**src/rtl/iir_pkg.sv**
```systemverilog
// Shared types and defaults for the IIR sample fetch front end.
package iir_pkg;

   localparam int unsigned DEF_ADDR_W = 20;
   localparam int unsigned DEF_DATA_W = 16;

   typedef enum logic [1:0] {IDLE, FETCH, DRAIN, DONE} fetch_state_t;

   typedef logic [DEF_DATA_W-1:0] sample_t;

endpackage

```
**src/rtl/iir_fifo.sv**
```systemverilog
// Synchronous FIFO; the head entry is presented directly from storage and
// reads as zero while the FIFO is empty.
module iir_fifo #(
   parameter int unsigned DEPTH = 4,
   parameter int unsigned WIDTH = 17,
   localparam int unsigned PW = $clog2(DEPTH),
   localparam int unsigned CW = $clog2(DEPTH + 1)
) (
   input  logic             clk,
   input  logic             rst,
   input  logic             push,
   input  logic [WIDTH-1:0] wdata,
   input  logic             pop,
   output logic [WIDTH-1:0] rdata,
   output logic [CW-1:0]    count,
   output logic             empty,
   output logic             full
);

   logic [WIDTH-1:0] mem_q [DEPTH];
   logic [PW-1:0]    wptr_q;
   logic [PW-1:0]    rptr_q;
   logic [CW-1:0]    count_q;
   logic             do_push;
   logic             do_pop;

   assign empty   = (count_q == '0);
   assign full    = (count_q == CW'(DEPTH));
   assign do_push = push && !full;
   assign do_pop  = pop && !empty;
   assign count   = count_q;
   assign rdata   = empty ? '0 : mem_q[rptr_q];

   always_ff @(posedge clk) begin
      if (do_push) begin
         mem_q[wptr_q] <= wdata;
      end
   end

   // Pointers wrap naturally because DEPTH is a power of two.
   always_ff @(posedge clk) begin
      if (rst) begin
         wptr_q  <= '0;
         rptr_q  <= '0;
         count_q <= '0;
      end else begin
         if (do_push) begin
            wptr_q <= wptr_q + PW'(1);
         end
         if (do_pop) begin
            rptr_q <= rptr_q + PW'(1);
         end
         if (do_push && !do_pop) begin
            count_q <= count_q + CW'(1);
         end else if (!do_push && do_pop) begin
            count_q <= count_q - CW'(1);
         end
      end
   end

endmodule

```
**src/rtl/iir_sample_fetch.sv**
```systemverilog
// Streams samples from the sample ROM into a FIFO and presents them to the
// filter core as a valid/ready stream with an end-of-stream marker.
module iir_sample_fetch
   import iir_pkg::*;
#(
   parameter int unsigned ADDR_W = DEF_ADDR_W,
   parameter int unsigned DATA_W = DEF_DATA_W,
   parameter int unsigned DEPTH  = 4
) (
   input  logic              clk,
   input  logic              rst,
   input  logic              start,
   output logic              load,
   output logic [ADDR_W-1:0] RAddr,
   input  logic [DATA_W-1:0] DIn,
   input  logic              data_done,
   output logic              s_valid,
   input  logic              s_ready,
   output logic [DATA_W-1:0] s_data,
   output logic              s_last,
   output logic              busy,
   output logic              done
);

   localparam int unsigned CW = $clog2(DEPTH + 1);

   fetch_state_t      state_q;
   logic [ADDR_W-1:0] raddr_q;
   logic              busy_q;
   logic              done_q;

   logic [CW-1:0]     fifo_count;
   logic              fifo_empty;
   logic              unused_fifo_full;
   logic [DATA_W:0]   head;
   logic              pop;

   // Gated by the registered count only, so a same-cycle pop never unlocks a read.
   assign load    = (state_q == FETCH) && (fifo_count < CW'(DEPTH));
   assign s_valid = !fifo_empty;
   assign s_data  = head[DATA_W-1:0];
   assign s_last  = head[DATA_W];
   assign pop     = s_valid && s_ready;
   assign RAddr   = raddr_q;
   assign busy    = busy_q;
   assign done    = done_q;

   iir_fifo #(
      .DEPTH (DEPTH),
      .WIDTH (DATA_W + 1)
   ) u_fifo (
      .clk   (clk),
      .rst   (rst),
      .push  (load),
      .wdata ({data_done, DIn}),
      .pop   (pop),
      .rdata (head),
      .count (fifo_count),
      .empty (fifo_empty),
      .full  (unused_fifo_full)
   );

   always_ff @(posedge clk) begin
      if (rst) begin
         state_q <= IDLE;
         raddr_q <= '0;
         busy_q  <= 1'b0;
         done_q  <= 1'b0;
      end else begin
         done_q <= 1'b0;
         case (state_q)
            IDLE: begin
               if (start) begin
                  state_q <= FETCH;
                  raddr_q <= '0;
                  busy_q  <= 1'b1;
               end
            end
            FETCH: begin
               if (load) begin
                  raddr_q <= raddr_q + ADDR_W'(1);
                  if (data_done) begin
                     state_q <= DRAIN;
                  end
               end
            end
            DRAIN: begin
               if (pop && s_last) begin
                  state_q <= DONE;
                  busy_q  <= 1'b0;
                  done_q  <= 1'b1;
               end
            end
            DONE: begin
               state_q <= IDLE;
            end
            default: begin
               state_q <= IDLE;
            end
         endcase
      end
   end

endmodule
```
**config.mk**
```make
export PLATFORM = sky130hd
export DESIGN_NAME = iir_sample_fetch
export DESIGN_NICKNAME = d
export VERILOG_FILES = /design/src/rtl/iir_pkg.sv /design/src/rtl/iir_fifo.sv /design/src/rtl/iir_sample_fetch.sv
export SDC_FILE = /design/constraint.sdc
export NUM_CORES = 1
export LEC_CHECK = 0
export ABC_AREA = 1
export BUFFER_PORTS_ARGS = -buffer_cell sky130_fd_sc_hd__buf_2
export CAP_MARGIN = 10
export CELL_PAD_IN_SITES_DETAIL_PLACEMENT = 1
export CELL_PAD_IN_SITES_GLOBAL_PLACEMENT = 2
export CORE_MARGIN = 2
export CORE_UTILIZATION = 36
export DETAILED_ROUTE_END_ITERATION = 6
export PLACE_DENSITY = 0.85
export SYNTH_ARGS = -nofsm -noshare
export SYNTH_HDL_FRONTEND = slang
export SYNTH_SLANG_ARGS = --single-unit
```
**constraint.sdc**
```tcl
create_clock -name clk -period 2.6 [get_ports clk]
set_input_delay 0.65 -clock clk [delete_from_list [all_inputs] [get_ports clk]]
set_output_delay 0.65 -clock clk [all_outputs]
set_load 0.05 [all_outputs]
```
==> results of run 1 <==
## final timing paths
| check | startpoint | to | slack (ns) | depth (start not counted) |
|---|---|---|---|---|
| worst min register to register | RAddr[11]$_SDFFE_PP0P_ | RAddr[11]$_SDFFE_PP0P_ | 0.48 | 2 |
| worst max register to register | state_q[1]$_SDFFE_PP0P_ | u_fifo.count[2]$_SDFFE_PP0P_ | 0.43 | 11 |
| worst min-delay path | RAddr[11]$_SDFFE_PP0P_ | RAddr[11]$_SDFFE_PP0P_ | 0.48 | 2 |
| worst max-delay path | flop | s_data[3] | 0.14 | 6 |
## logic make-up after synthesis
kind of cell	share of synthesized area [%]
adders and majority gates	3.28
AOI/OAI and AO/OA	11.6
buffers and inverters	5.85
and+or+nand+nor	18.2
DFF	61.1
## state kept, by name (all words and copies together), names as in the netlist, named ones only
| register | cells |
|---|---|
| u_fifo.count | 3 |
| u_fifo.wptr_q | 2 |
| busy | 1 |
| u_fifo.rptr_q | 2 |
| RAddr | 20 |
| state_q | 2 |
| done | 1 |
| u_fifo.mem_q | 68 |
## metal layers
metal	up-vias	part of all wire, %	global-route usage, %
li1	1671	-	-
met5	-	0	0
met2	58	48	28.1
met1	1641	47	22.2
met4	0	1.7	8.51
met3	12	3.5	3.32
## per-stage QoR
stage          hold WS [ns]  util (%)  worst slack, ns
2_1_floorplan         0.436         -            0.224
3_3_place_gp          0.451      41.0            0.403
3_5_place_dp          0.467      41.0            0.352
4_1_cts               0.480      43.5           0.0475
5_1_grt               0.483      43.5        0.0000207
6_report              0.478      43.6            0.137
## report_power, final
group	leakage (nW)	total (mW)	switching, mW	internal [mW]
clock	0.142	1.33	0.615	0.718
combinational	1.05	2.32	1.76	0.559
sequential	0.885	2.06	0.121	1.94
## timing repair
action | in CTS | in global routing
setup endpoints to repair | 4 | 8
pin swaps | 0 | 0
cloned | 0 | 0
resized for setup | 1 | 5
## cells in the mapped netlist, types with 2 or more instances
cell type	n
buf_4	2
inv_2	5
edfxtp_1	68
nand2_1	49
nand2_2	3
dfxtp_1	33
o21ai_0	47
ha_1	10
clkbuf_1	8
a21oi_1	39
nor2_2	3
buf_2	3
o21ai_2	4
nor3_1	6
inv_1	45
a21oi_2	2
nand4_1	5
nand3_1	12
nor2_1	103
nor2_4	2
## worst reg2reg max path, delay by kind of cell (launching register included)
kind / cells / cell delay, ns
AO/OA/AOI/OAI: 4 / 0.53
adder cells (fa/ha/maj): 3 / 0.83
buffers and inverters: 3 / 0.26
flip-flops: 1 / 0.33
AND/OR/NAND/NOR: 1 / 0.11
## cell usage in the layout, fill, tap and decap left out, types with 4 or more instances in the layout
| master | n |
|---|---|
| clkbuf_16 | 10 |
| dfxtp_1 | 31 |
| a21oi_1 | 39 |
| nor2_1 | 103 |
| inv_2 | 4 |
| nand4_1 | 5 |
| o21ai_0 | 47 |
| buf_2 | 60 |
| nand2_1 | 49 |
| edfxtp_1 | 68 |
| ha_1 | 10 |
| buf_4 | 10 |
| nand3_1 | 12 |
| nor3_1 | 6 |
| inv_1 | 45 |
| o21ai_2 | 4 |
## cell type report
cell class / instances / area, sq um / share of cell area [%]
flip-flops and latches: 101 / 2710 / 51.7
well taps: 147 / 184 / 3.52
repair buffers: 72 / 394 / 7.53
diodes: 1 / 2.50 / 0.0478
inverters: 50 / 190 / 3.63
clock inverters: 5 / 40.0 / 0.765
multi-input cells: 294 / 1460 / 28.0
clock buffers: 11 / 254 / 4.85
==> flow_metrics.tcl, run 1 <==
set metrics [dict create \
    outcome "finished, final reports clean" \
    finalWirelength_um 10700 \
    num_vias 3382 \
    placedInstanceArea_sq_mm 0.00492 \
    clock_sink_count 101 \
    timing_worst_slew_pin_value_ns 0.389 \
    timing.final.crit_period_ns 2.46 \
    max_freq_mhz 406 \
    crit_arrival_ns 1.81 \
    cts.path.max_buffers 2 \
    setup_total_negative_slack_ns 0 \
    drc_errors 0 \
    rsz0062_at_grt "false" \
    insertion_delay_ns 0.35 \
    number_of_antenna_violations_at_the_first_check_in_global_routing 0 \
    area_growth_syn_to_layout_pct 18.3 \
    final_max_slew_viol_count 0 \
    cellPowerDensity_mw_per_mm2 1090 \
    placementRows 40 \
    final_total_power_mw 5.71 \
    cts_inserted_buffers 9 \
    grt_pass1_vias 3542 \
    maxCapViolCount 0 \
    grt_pass1_wl_um 17400 \
    ctsHtreeMaxLevel 3 \
    hold_violations 0 \
    p_leak_nw 2.08 \
    endpoint_kind "output port" \
    family_with_the_most_delay_on_the_worst_path "buffers and inverters" \
    worst_slew_margin_pct 73.8 \
    grt_max_degree 35 \
    post_synth_inst_count 459 \
    die_h_um 115 \
    critical_path.slowest_cell "dfxtp_2" \
    crit_top_cell "nor2_1" \
    layoutNonFillerInstCount 681 \
    drt_iter0_drc 206 \
    floorplan.initialDensity_pct 36.8 \
    setup.worst_path.class "flop to output port" \
    number_of_distinct_standard_cells_referenced_by_the_synthesized_netlist 30 \
    viasPerCell 4.97 \
    synth.yosys.warnings 0 \
    worst_path_largest_cell_delay_ns 0.47 \
    place.gp.congestion 0.757 \
    critPathRequiredTime_ns 1.95 \
    tritoncts_clock_tree "done" \
    synth_top_cell_by_area "edfxtp_1" \
    die-width_um 115 \
    synth_flop_cell "edfxtp_1" \
    synth.yosys.seq_area_share_pct 61.1 \
    synthesis.area_per_instance_sq_um 9.64 \
    worst-path-max-fanout 11 \
    detailedPlacementHpwl_um 7320 \
    post-route-cell-area_sq_mm 0.00523 \
    fin_skew_ns 0.00970 \
    fp.coreArea_sq_mm 0.0120 \
    gr-usage-all-layers_pct 17.3 \
    number_of_port_buffers 61 \
    cts-hold-fix-buffers 0 \
    fp.dieArea_sq_mm 0.0132 \
    synthesis.area_sq_mm 0.00442 \
    synth-edff-count 68 \
    synth_area_leaders "edfxtp_1 46%, dfxtp_1 15%, nor2_1 8.7%" \
    drt-wirelength-per-cell_um 15.7 \
    grt.overflow.total 0 \
    netlist.area_leader.share_pct 46.2 \
    drt_first_pass_iters 4 \
    holdCritPathClass "flop to flop" \
    cp.buffers_inverters 2 \
    clk_root_buffer_cell "clkbuf_16" \
    fraction_of_final_layout_cells_sized_beyond_drive_strength_1_pct 20.8 \
    vdd.ir_drop.worst_mv 0.459 \
    worst_setup_hold_path_clk_slew_ns 0.07 \
    start_kind "flop" \
    fillCellCount 1421 \
    postSynthRegisterBits 101 \
    ioPinCount 62 \
    finish.net_count 560 \
    setup_viol 0 \
    post-cts-setup-buffers 0 \
    drtAntennaViolNets 0 \
    final_min_period_over_clock_period_pct 94.7 \
    worstPathCellList "buf_4 > nor2_1 > nor2_1 > o21ai_0 > a21oi_1 > buf_2" \
    syn-num-nets 491 \
    ys_async_sr_fraction_pct 0 \
    dpl.cell_count 664 \
]
Power figures use the tool's default switching activity.
==> run 2: changes to the inputs <==
Settings changed: CAP_MARGIN 10 to unset.
Clock period 2.6 ns to 3.09 ns, I/O delays scaled along.
==> flow_metrics.tcl, run 2 (same netlist as run 1, synthesis figures left out) <==
set metrics [dict create \
    vdd.ir_drop.worst_mv 0.417 \
    fin_skew_ns 0.00766 \
    grt_pass1_vias 3545 \
    ctsHtreeMaxLevel 3 \
    fraction_of_final_layout_cells_sized_beyond_drive_strength_1_pct 20.2 \
    rsz0062_at_grt "false" \
    maxCapViolCount 0 \
    die_h_um 115 \
    power.share.switching_pct 44.3 \
    worst_path_largest_cell_delay_ns 0.43 \
    drt_first_pass_iters 4 \
    num_vias 3344 \
    fp.dieArea_sq_mm 0.0132 \
    die-width_um 115 \
    clk_root_buffer_cell "clkbuf_16" \
    start_kind "flop" \
    holdCritPathClass "flop to flop" \
    cell_internal_pwr_mw 2.64 \
    drtAntennaViolNets 0 \
    worst_slew_margin_pct 53.7 \
    tritoncts_clock_tree "done" \
    ioPinCount 62 \
    number_of_antenna_violations_at_the_first_check_in_global_routing 0 \
    switching_power_mw 2.10 \
    placementRows 40 \
    gr-usage-all-layers_pct 16.6 \
    drt_iter0_drc 114 \
    max_freq_mhz 367 \
    floorplan.initialDensity_pct 36.8 \
    insertion_delay_ns 0.35 \
    worst-path-max-fanout 34 \
    viasPerCell 4.95 \
    drc_errors 0 \
    finalWirelength_um 10300 \
    grt.overflow.total 0 \
    seq_power_share_pct 36.5 \
    setup_total_negative_slack_ns 0 \
    final_total_power_mw 4.74 \
    setup_viol 0 \
    antenna_cells_inserted 0 \
    register_cell_area_after_layout_sq_mm 0.00270 \
    place.gp.congestion 0.773 \
    cts_inserted_buffers 9 \
    final_max_slew_viol_count 0 \
    fp.coreArea_sq_mm 0.0120 \
    cellPowerDensity_mw_per_mm2 914 \
    finish.net_count 557 \
    outcome "finished, final reports clean" \
    critical_path.slowest_cell "inv_2" \
    largest_register_ff_count 68 \
    crit_arrival_ns 1.95 \
    endpoint_kind "output port" \
    p_leak_nw 2.05 \
    final_min_period_over_clock_period_pct 88.1 \
    max_flop_register "u_fifo.mem_q" \
    critPathRequiredTime_ns 2.32 \
    detailedPlacementHpwl_um 7120 \
    area_growth_syn_to_layout_pct 17.3 \
    final_cell_mix "103 x nor2_1, 68 x edfxtp_1, 61 x buf_2, 49 x nand2_1, 47 x o21ai_0" \
    post-cts-setup-buffers 0 \
    drt-wirelength-per-cell_um 15.2 \
    mostFrequentLayoutCell "nor2_1" \
    worstPathCellList "inv_2 > o21ai_0 > a21oi_1 > buf_2" \
    fillCellCount 1404 \
    number_of_port_buffers 61 \
    p_clk_share_pct 22.7 \
    cts.path.max_buffers 2 \
    grt_pass1_wl_um 17100 \
    setup.worst_path.class "flop to output port" \
    part_of_the_power_in_combinational_logic_pct 40.9 \
    clock_sink_count 101 \
    grt_max_degree 35 \
    worst_setup_hold_path_clk_slew_ns 0.07 \
    multiInputGateArea_sq_mm 0.00146 \
    hold_violations 0 \
    timing_worst_slew_pin_value_ns 0.692 \
    timing.final.crit_period_ns 2.72 \
]
==> run 2: cell count changes in the layout (fill, tap and decap cells not counted), sizes merged <==
cell	delta
diode	-1
buf	-2
clkinv	+2
clkbuf	-3
inv	-1
==> run 2: cell type report <==
class,instances,share of cell area (%)
repair buffers,69,7.04
multi-input cells,294,28.2
flip-flops and latches,101,52.1
clock inverters,6,1.13
well taps,147,3.55
inverters,50,3.62
clock buffers,9,4.34
==> run 2: power by group through the flow <==
| stage | sequential, mW | clock, mW | combinational [mW] |
|---|---|---|---|
| after global routing | 1.75 | 1.16 | 2.14 |
| after floorplan | 1.77 | 0 | 1.43 |
| after global placement | 1.75 | 0 | 1.91 |
| final | 1.73 | 1.07 | 1.94 |
| after detailed placement | 1.76 | 0 | 1.96 |
| after CTS | 1.73 | 1.10 | 1.97 |
==> run 2: repair_timing <==
action                                  4_1_cts  5_1_grt
hold buffers                                  0        0
gates resized for setup                       0        1
endpoints found under the setup margin        0        3
==> run 2: worst max-delay path: cells and delay by family (launching register included) <==
| kind | cells | cell delay (ns) |
|---|---|---|
| compound gates | 2 | 0.45 |
| flops | 1 | 0.42 |
| buf+inv | 2 | 0.73 |
==> run 2: routing by layer <==
| layer | GRT usage [%] | share of wire (%) | wire length [um] | up-vias |
|---|---|---|---|---|
| met3 | 3.80 | 5.0 | 512 | 9 |
| met1 | 20.4 | 44 | 4560 | 1607 |
| li1 | - | - | - | 1663 |
| met5 | 0 | 0 | 0 | - |
| met2 | 28.9 | 50 | 5130 | 65 |
| met4 | 5.86 | 1.0 | 108 | 0 |
==> run 2: final timing paths <==
path	from	end	slack (ns)	cells after the start
max	flop	s_data[3]	0.37	4
min	RAddr[11]$_SDFFE_PP0P_	RAddr[11]$_SDFFE_PP0P_	0.47	2
max reg2reg	u_fifo.count[0]$_SDFFE_PP0P_	u_fifo.count[2]$_SDFFE_PP0P_	0.63	10
min reg2reg	RAddr[11]$_SDFFE_PP0P_	RAddr[11]$_SDFFE_PP0P_	0.47	2
==> run 2: metrics by stage <==
step	util (%)	area, sq um	worst slack [ns]	hold slack [ns]	std cells
after global routing	43.2	5190	0.203	0.490	676
final	43.2	5190	0.368	0.466	676
after global placement	40.8	4900	0.630	0.449	661
after detailed placement	40.8	4900	0.532	0.457	661
after floorplan	-	4420	0.634	0.436	459
after CTS	43.2	5190	0.138	0.473	676
==> run 3: changes to the inputs <==
Settings changed: ABC_AREA 1 to unset, PLACE_DENSITY 0.85 to 0.78.
==> flow_metrics.tcl, run 3 <==
set metrics [dict create \
    outcome "finished, final reports clean" \
    setup_total_negative_slack_ns 0 \
    final_max_slew_viol_count 0 \
    timing_worst_slew_pin_value_ns 0.721 \
    die-width_um 113 \
    seq_power_share_pct 38.9 \
    fraction_of_final_layout_cells_sized_beyond_drive_strength_1_pct 28.5 \
    r2r_path_end "u_fifo.count[2]$_SDFFE_PP0P_" \
    number_of_port_buffers 61 \
    critPathRequiredTime_ns 2.32 \
    synth.yosys.warnings 0 \
    placementRows 39 \
    synth_top_cell_by_area "edfxtp_1" \
    synth_area_leaders "edfxtp_1 48%, dfxtp_1 15%, mux4_2 9.0%" \
    fillCellCount 1177 \
    fp.coreArea_sq_mm 0.0115 \
    rr_startpoint "state_q[1]$_SDFFE_PP0P_" \
    r2r.worst_path.cells 10 \
    ctsHtreeMaxLevel 3 \
    number_of_antenna_violations_at_the_first_check_in_global_routing 0 \
    part_of_the_power_in_combinational_logic_pct 35.2 \
    post-cts-setup-buffers 0 \
    cts-hold-fix-buffers 0 \
    ys_async_sr_fraction_pct 0 \
    cts_repair_resize_count 0 \
    drc_errors 0 \
    worst-path-max-fanout 17 \
    final_total_power_mw 4.35 \
    grt.overflow.total 0 \
    drt_first_pass_iters 4 \
    maxCapViolCount 0 \
    power.share.switching_pct 36.3 \
    cell_internal_pwr_mw 2.77 \
    cts_inserted_buffers 9 \
    fp.dieArea_sq_mm 0.0127 \
    post-route-cell-area_sq_mm 0.00501 \
    gr-usage-all-layers_pct 14.5 \
    holdCritPathClass "flop to flop" \
    synth_flop_cell "edfxtp_1" \
    hold_violations 0 \
    postSynthRegisterBits 101 \
    ioPinCount 62 \
    drt_iter0_drc 100 \
    hold_ws_ns 0.477 \
    vdd.ir_drop.worst_mv 0.517 \
    holdCritStartpoint "RAddr[19]$_SDFFE_PP0P_" \
    synthesis.area_sq_mm 0.00426 \
    yosys.cell_count.top_type "edfxtp_1" \
    finalWirelength_um 8680 \
    start_kind "flop" \
    cellPowerDensity_mw_per_mm2 869 \
    p_leak_nw 1.79 \
    finish.net_count 395 \
    max_flop_register "u_fifo.mem_q" \
    rsz0062_at_grt "false" \
    largest_register_ff_count 68 \
    synth-edff-count 68 \
    antenna_cells_inserted 0 \
    grt_max_degree 21 \
    detailedPlacementHpwl_um 5820 \
    drtAntennaViolNets 0 \
    viasPerCell 5.11 \
    timing.final.crit_period_ns 2.71 \
    mostFrequentLayoutCell "edfxtp_1" \
    setup_viol 0 \
    place.gp.congestion 0.692 \
    grt_pass1_wl_um 14400 \
    placedInstanceArea_sq_mm 0.00471 \
    num_vias 2612 \
    crit_arrival_ns 1.94 \
    endpoint_kind "output port" \
    switching_power_mw 1.58 \
    worst_setup_hold_path_clk_slew_ns 0.07 \
    register_cell_area_after_layout_sq_mm 0.00270 \
    cts.path.max_buffers 2 \
    grt_pass1_vias 2772 \
    die_h_um 113 \
    area_growth_syn_to_layout_pct 17.4 \
    synthesis.area_per_instance_sq_um 14.2 \
    p_clk_share_pct 25.9 \
    tritoncts_clock_tree "done" \
    final_cell_mix "68 x edfxtp_1, 61 x buf_2, 33 x dfxtp_1, 22 x and2_1" \
    fin_skew_ns 0.00650 \
    number_of_distinct_standard_cells_referenced_by_the_synthesized_netlist 39 \
    clock_sink_count 101 \
    drt-wirelength-per-cell_um 17.0 \
    multiInputGateArea_sq_mm 0.00144 \
    syn-num-nets 332 \
    min_path_cells 2 \
    synth_common_cells "68 x edfxtp_1, 33 x dfxtp_1, 22 x and2_1" \
    insertion_delay_ns 0.34 \
    setup.worst_path.class "flop to output port" \
    post_synth_inst_count 300 \
    hold-path-endpoint "RAddr[19]$_SDFFE_PP0P_" \
    final_min_period_over_clock_period_pct 87.8 \
    max_freq_mhz 369 \
    netlist.area_leader.share_pct 47.9 \
    synth.yosys.seq_area_share_pct 63.4 \
    clk_root_buffer_cell "clkbuf_16" \
    floorplan.initialDensity_pct 37.2 \
    worst_slew_margin_pct 51.8 \
    reg2reg_setup_slack_ns 0.74 \
]
## run 3: changes by cell type after synthesis, sizes merged, moves of 5 or more
cell	before	now
nor2	108	17
inv	50	8
and2	1	23
o31ai	0	8
or4	0	8
mux4	0	17
nand3	13	8
a21oi	41	15
nand2	52	10
xnor2	0	7
o21ai	52	6
or3	0	7
## run 3: cells by family (layout without fill, tap and decap cells)
kind of cell	Yosys count	after routing	share of synthesized area (%)
flip-flops	101	101	63.4
AND/OR/NAND/NOR	96	96	13.0
AO/OA/AOI/OAI	35	35	4.99
buffers and inverters	25	93	2.96
multiplexers	21	21	10.0
adder cells (fa/ha/maj)	11	11	3.40
XOR/XNOR	11	11	2.26
## run 3: how the worst max path moves through the flow
stage | from | end | slack, ns | depth (start not counted)
after CTS | flop | s_last | 0.33 | 4
after detailed placement | flop | s_data[2] | 0.71 | 4
after global routing | flop | s_last | 0.26 | 4
after global placement | flop | s_last | 0.74 | 4
after floorplan | state_q[1]$_SDFFE_PP0P_ | u_fifo.count[2]$_SDFFE_PP0P_ | 0.34 | 10
final | flop | s_data[2] | 0.38 | 4
## run 3: critical path: stages, from the launching register on
cell,delay [ns]
dfxtp_1,0.32
buf_4,0.32
mux4_2,0.55
and2_1,0.19
buf_2,0.21
## run 3: area by class of cell
type | count | area share (%)
clock inverter | 5 | 1.22
multi-input combinational | 174 | 28.7
tap | 143 | 3.57
clock buffer | 11 | 4.65
inverter | 8 | 0.600
sequential | 101 | 54.0
timing repair buffer | 69 | 7.30
## run 3: layer usage
layer | vias to the layer above | GRT usage, % | part of all wire, %
li1 | 1241 | - | -
met1 | 1315 | 19.8 | 45
met2 | 44 | 23.0 | 49
met3 | 12 | 3.11 | 3.8
met4 | 0 | 5.28 | 1.8
met5 | - | 0 | 0
## run 3: through the flow
stage               setup slack (ns)  util, %  instances
floorplan                      0.337        -        300
global placement               0.737     41.1        495
detailed placement             0.711     41.1        495
CTS                            0.329     43.7        511
global route                   0.262     43.7        511
finish                         0.377     43.7        511
## run 3: power by group through the flow
stage	sequential [mW]	clock (mW)	combinational (mW)
after floorplan	1.73	0	1.18
after global placement	1.71	0	1.52
after detailed placement	1.72	0	1.56
after CTS	1.70	1.15	1.56
after global routing	1.71	1.21	1.66
final	1.69	1.13	1.53
